### config.mk
export PLATFORM = sky130hd
export DESIGN_NAME = rf_wb_arb
export DESIGN_NICKNAME = d
export VERILOG_FILES = /design/src/rtl/rf_wb_arb.sv
export SDC_FILE = /design/constraint.sdc
export NUM_CORES = 1
export LEC_CHECK = 0
export ABC_AREA = 1
export BUFFER_PORTS_ARGS = -buffer_cell sky130_fd_sc_hd__buf_4
export CORE_AREA = 2 2 63 80
export DETAILED_ROUTE_END_ITERATION = 12
export DIE_AREA = 0 0 65 82
export GPL_TIMING_DRIVEN = 0
export PLACE_DENSITY = 0.74
export SLEW_MARGIN = 40
export SYNTH_ARGS = -nofsm -noshare
export SYNTH_HDL_FRONTEND = slang
export SYNTH_SLANG_ARGS = --single-unit
### constraint.sdc
create_clock -name clk -period 2 [get_ports clk]
set_clock_uncertainty 0.2 [all_clocks]
set_input_delay 0.1 -clock clk [delete_from_list [all_inputs] [get_ports clk]]
set_output_delay 0.1 -clock clk [all_outputs]
set_load 0.02 [all_outputs]
### src/rtl/rf_wb_arb.sv
// rf_wb_arb -- register-file writeback arbiter with destination scoreboard.
//
// Two writeback sources compete for the single register-file write port:
// A (ALU) and B (load). Arbitration is combinational in the current cycle.
// When both request, the one that was not granted most recently wins.
// The winner's index and data are registered and presented to the register
// file one cycle later. A small scoreboard tracks destinations reserved by
// decode until their write reaches the register file.
//
// Ports
//   clk        in   sole clock, rising edge
//   rst        in   asynchronous, active-high reset
//   a_req      in   ALU writeback request (a_dest/a_data stable until acked)
//   a_dest     in   [2:0]  ALU destination index
//   a_data     in   [15:0] ALU result
//   a_ack      out  combinational grant to A this cycle
//   b_req      in   load writeback request
//   b_dest     in   [2:0]  load destination index
//   b_data     in   [15:0] load data
//   b_ack      out  combinational grant to B this cycle
//   mark_vld   in   decode reserves a destination this cycle
//   mark_dest  in   [2:0]  index being reserved
//   ld_rf      out  registered register-file write enable
//   dest       out  [2:0]  registered register-file write index
//   from_alu   out  [15:0] registered register-file write data
//   pend       out  [7:0]  scoreboard, bit i = write to register i outstanding
//   cont_cnt   out  [7:0]  saturating count of contested cycles
module rf_wb_arb #(
  parameter bit PRIO_A_FIRST = 1'b1
) (
  input  logic        clk,
  input  logic        rst,
  input  logic        a_req,
  input  logic [2:0]  a_dest,
  input  logic [15:0] a_data,
  output logic        a_ack,
  input  logic        b_req,
  input  logic [2:0]  b_dest,
  input  logic [15:0] b_data,
  output logic        b_ack,
  input  logic        mark_vld,
  input  logic [2:0]  mark_dest,
  output logic        ld_rf,
  output logic [2:0]  dest,
  output logic [15:0] from_alu,
  output logic [7:0]  pend,
  output logic [7:0]  cont_cnt
);

  // Which requester was granted most recently; the other one wins a tie.
  typedef enum logic {
    LAST_A = 1'b0,
    LAST_B = 1'b1
  } last_t;

  // Pretending the opposite side went last makes the preferred side win
  // the first contested cycle.
  localparam last_t LAST_RST = PRIO_A_FIRST ? LAST_B : LAST_A;

  last_t      last_q;
  last_t      last_d;
  logic [7:0] set_mask;
  logic [7:0] clr_mask;

  // Arbitration and pointer next-state.
  // NOTE: every signal driven here gets a default first so no path leaves it
  // unassigned; otherwise synthesis infers a latch.
  always_comb begin
    a_ack  = 1'b0;
    b_ack  = 1'b0;
    last_d = last_q;
    // Acks are suppressed during reset even though the requests are live.
    if (!rst) begin
      if (a_req && (!b_req || last_q == LAST_B)) begin
        a_ack = 1'b1;
      end else if (b_req) begin
        b_ack = 1'b1;
      end
    end
    if (a_ack) begin
      last_d = LAST_A;
    end else if (b_ack) begin
      last_d = LAST_B;
    end
  end

  // Scoreboard update masks: decode sets, the register-file write clears.
  always_comb begin
    set_mask = '0;
    clr_mask = '0;
    if (mark_vld) set_mask[mark_dest] = 1'b1;
    if (ld_rf)    clr_mask[dest]      = 1'b1;
  end

  // NOTE: state is updated with non-blocking assignments so every register
  // samples the pre-edge values, independent of statement order.
  always_ff @(posedge clk or posedge rst) begin
    if (rst) begin
      last_q   <= LAST_RST;
      ld_rf    <= 1'b0;
      dest     <= '0;
      from_alu <= '0;
      pend     <= '0;
      cont_cnt <= '0;
    end else begin
      last_q <= last_d;
      ld_rf  <= a_ack | b_ack;
      // Index and data hold their last value in cycles with no grant.
      if (a_ack) begin
        dest     <= a_dest;
        from_alu <= a_data;
      end else if (b_ack) begin
        dest     <= b_dest;
        from_alu <= b_data;
      end
      // Clear first, then set, so a same-bit collision leaves the bit set.
      pend <= (pend & ~clr_mask) | set_mask;
      if (a_req && b_req && cont_cnt != 8'hFF) begin
        cont_cnt <= cont_cnt + 8'd1;
      end
    end
  end

endmodule

==> metrics list <==
- Number of max-capacitance violations reported: 0
- Final instance area: 3260 um2
- End of the worst register-to-register path: pend[2]$_DFF_PP0_
* Via density: 4.79
* Final instance count without filler cells: approximately 480
- In the routed design, unresolved DRC markers number 0.
- Standard cell core area: 4590 um2
- Placer's final routability congestion estimate: 0.804
* Syn_area_per_cell: 7.20 um2
* Net switching fraction of the power: 36.9%
* Depth of the worst register-to-register path: 5
- Hold slack final: 0.00963 ns
- Num ports: 84
- Setup violations remaining at the end of the flow were counted as 0.
* Leakage power total: 1.71 nW
* Final core utilization: 71.1%
- Cells after Synth: 280
* Starting Density: 43.9%
- The flow ran to the end, and the final reports show no timing, DRC or antenna violations.
- Of the cells placed in the final design, the portion with a size suffix greater than 1 is 26.9%.
- DR vias: 2285
- The worst hold path belongs to the class input port to flip-flop.
- Portion of synthesized cell area occupied by the leading cell type: between 40% and 50%
- Once detail routing completed, the nets flagged for antenna violations numbered 0.
- In this run the worst setup path begins at last_q$_DFFE_PP1P_.
- In this run, synthesis produced a sequential element count of 37.
* Clock tree from TritonCTS: done
- Register clock-pin slew on the reported worst setup and hold paths: 0.07 ns
* Kind of start point of the critical path: flip-flop
* Drt total wl: 6.06 mm
- Summing all placed instances gives a cell area of 2720 um2.
- The die covers 5330 um2.
- The internal portion of the total power is 1.62 mW.
* Switching pwr: 946 uW
- Timing would allow up to 570 MHz.
- Actual slew at the worst max-slew pin: 0.563 ns
- In this run the post-CTS setup repair buffer count came out at 0.
* Pin count of the biggest net entering global routing: 47
- For hold timing, the worst endpoint is from_alu[2]$_DFFE_PP0P_.
- After floorplanning, the core was divided into 28 placement rows.
* Cell types occupying the most area after synthesis: dfrtp_1 (45%), nand2_1 (13%), nor2_1 (11%), nand4_1 (7.1%), inv_1 (6.5%)
- Share of synthesized area occupied by flip-flops and latches: 46.0%
* Number of endpoints with negative hold slack in the final report: 0
- Horiz. Die Dim: ~65 um
- Slew Limit Fails: 0
- After detailed routing, the average wire length per cell comes to around 13 um.
- Share of total power in the clock network: 19.7%
- Required time of the worst setup path: about 1.7 ns
- The first global-routing pass estimated 10.1 mm of wire.
- Startpoint of the most critical hold path: a_req
* DIE HEIGHT: 82 um
- Top cell type by total area after synthesis: dfrtp_1
* Vias in the first global route: 2249
* Setup repair after global routing missed its margin: no
* Register-to-register setup slack: 0.29 ns
- The critical path is of the flip-flop to primary output type.
* DRC violation total after the first TritonRoute iteration: 73
* Depth of the worst hold-timing path: 5
- Worst EP arrival: 1.45 ns
- During synthesis, Yosys emitted a total of 0 warnings.
- Detailed placement ended at an HPWL of 3.93 mm.
- Combinational logic is responsible for 39.4% of the overall power.
* Global routing usage summed across all routing layers: 24.8%
- In this run the power density over the cells is 786 nW/um2.
- Sum of overflow across all layers after global routing: 0
* CTS Buffer Depth: 2
- The mapped netlist covers 2020 um2.
- Yosys mapped the design onto 23 distinct sky130hd cell types.
* Sequential share of power: 40.9%
- Antenna cells: 0
- After layout, the minimum clock period comes to 1.75 ns.
* Number of CTS-inserted buffers: 5
- The worst-case IR drop observed on VDD is 0.576 mV.
* Count of placed standard cells including taps: 423
* Max Fanout on Critical Path: 10
* Number of nets produced by synthesis: 327
- In this run the tool buffered the top-level ports with between 80 and 90 buffer cells.
- The clock reaches the later pin of the worst-skew pair after 0.28 ns.
- The worst register-to-register path begins at dest[0]$_DFFE_PP0P_.
- Sink Count: 37
- The initial antenna violation count was 0.
- Total negative slack: 0 ns
* Worst slew margin relative to its limit: 62.5%
- After the last flow step, the layout net total stands at 463.
- The H-tree was split into 2 levels.
* Critical Path End Type: primary output
* CTS root buffer: clkbuf_8
- Detailed-routing iteration count for the pre-antenna-repair pass: 4
- Relative to the synthesized area, the layout overhead comes to 61.9%.
* Final period utilization: 87.7%
==> Yosys cell counts <==
cell type and number:
nand4_1 23, nand3_2 1, o21ai_0 16, buf_4 2, a21oi_1 1, inv_1 35, nand2_2 1, a21oi_2 1
nand2_1 72, ha_1 1, nor2_1 60, xnor2_1 1, clkbuf_1 2, nand3_1 10, o21ai_2 1, nor3_1 1
dfstp_2 1, dfrtp_1 36, nand3b_1 1, nand2_4 2, inv_2 2, nor2_4 2, buf_2 8
==> flip-flops by register name, summed over array words and instances (netlist names) <==
register  flops
last_q        1
from_alu     16
dest          3
pend          8
cont_cnt      8
ld_rf         1
==> metal layers <==
layer / global-route usage [%] / vias up / routed length (um)
met4: 9.79 / 0 / 144
met1: 27.1 / 1050 / 2320
li1: - / 1153 / -
met5: 0 / - / 0
met3: 4.93 / 16 / 290
met2: 46.8 / 66 / 3300
==> cell usage in the layout, fill, tap and decap left out <==
master          n
buf_4          86
nand2_1        72
nor2_1         60
dlygate4sd3_1  46
dfrtp_1        36
inv_1          35
nand4_1        23
o21ai_0        16
nand3_1        10
buf_2           7
clkbuf_8        5
inv_2           2
clkbuf_1        2
nor2_4          2
nand2_4         2
clkinv_2        2
nand3_2         1
a21oi_2         1
nand2_2         1
nand3b_1        1
xnor2_1         1
o21ai_2         1
nor3_1          1
a21oi_1         1
ha_1            1
clkinvlp_4      1
dfstp_2         1
==> final cells by class <==
class	instances	area [um2]
buffer	12	65.1
timing repair buffer	129	1080
multi-input combinational	194	887
tap	60	75.1
fill	396	1330
clock buffer	5	68.8
inverter	37	139
sequential	37	927
clock inverter	3	17.5
==> worst max path at each step <==
stage                                    end  slack, ns
floorplan            cont_cnt[2]$_DFFE_PP0P_       0.49
global placement    from_alu[10]$_DFFE_PP0P_       0.26
detailed placement   cont_cnt[2]$_DFFE_PP0P_       0.51
CTS                                    a_ack       0.23
global route                           a_ack       0.15
finish                                 a_ack       0.25
==> repair_timing <==
item | CTS | global route
hold buffers | 46 | 0
endpoints found under the hold margin | 63 | 0
gates resized for setup | 0 | 0
==> worst max-delay path: stages, from the launching register on <==
cell     delay (ns)
dfstp_2        0.53
inv_1          0.04
nand2_1        0.09
nand3_2        0.11
buf_2          0.21
inv_1          0.07
buf_4          0.13
==> cells by family (layout without fill, tap and decap cells) <==
kind of cell             Yosys count  after routing  share of synthesized area, %
AND/OR/NAND/NOR                  173            173                          37.9
buffers and inverters             49            186                          9.99
flip-flops                        37             37                          46.0
AO/OA/AOI/OAI                     19             19                          5.09
adder cells (fa/ha/maj)            1              1                         0.621
XOR/XNOR                           1              1                         0.435
==> through the flow <==
step / power [mW] / setup WS, ns
after floorplan: 1.55 / 0.491
after global routing: 2.73 / 0.154
after detailed placement: 1.98 / 0.508
after CTS: 2.58 / 0.228
after global placement: 1.96 / 0.263
final: 2.56 / 0.246
==> power by group through the flow <==
stage	sequential, mW	clock [mW]	combinational [mW]
3_5_place_dp	1.06	0	0.924
6_report	1.05	0.506	1.01
5_1_grt	1.07	0.554	1.10
2_1_floorplan	1.24	0	0.309
3_3_place_gp	1.05	0	0.907
4_1_cts	1.05	0.523	1.01
No activity file was read; power rests on OpenSTA's default activity.
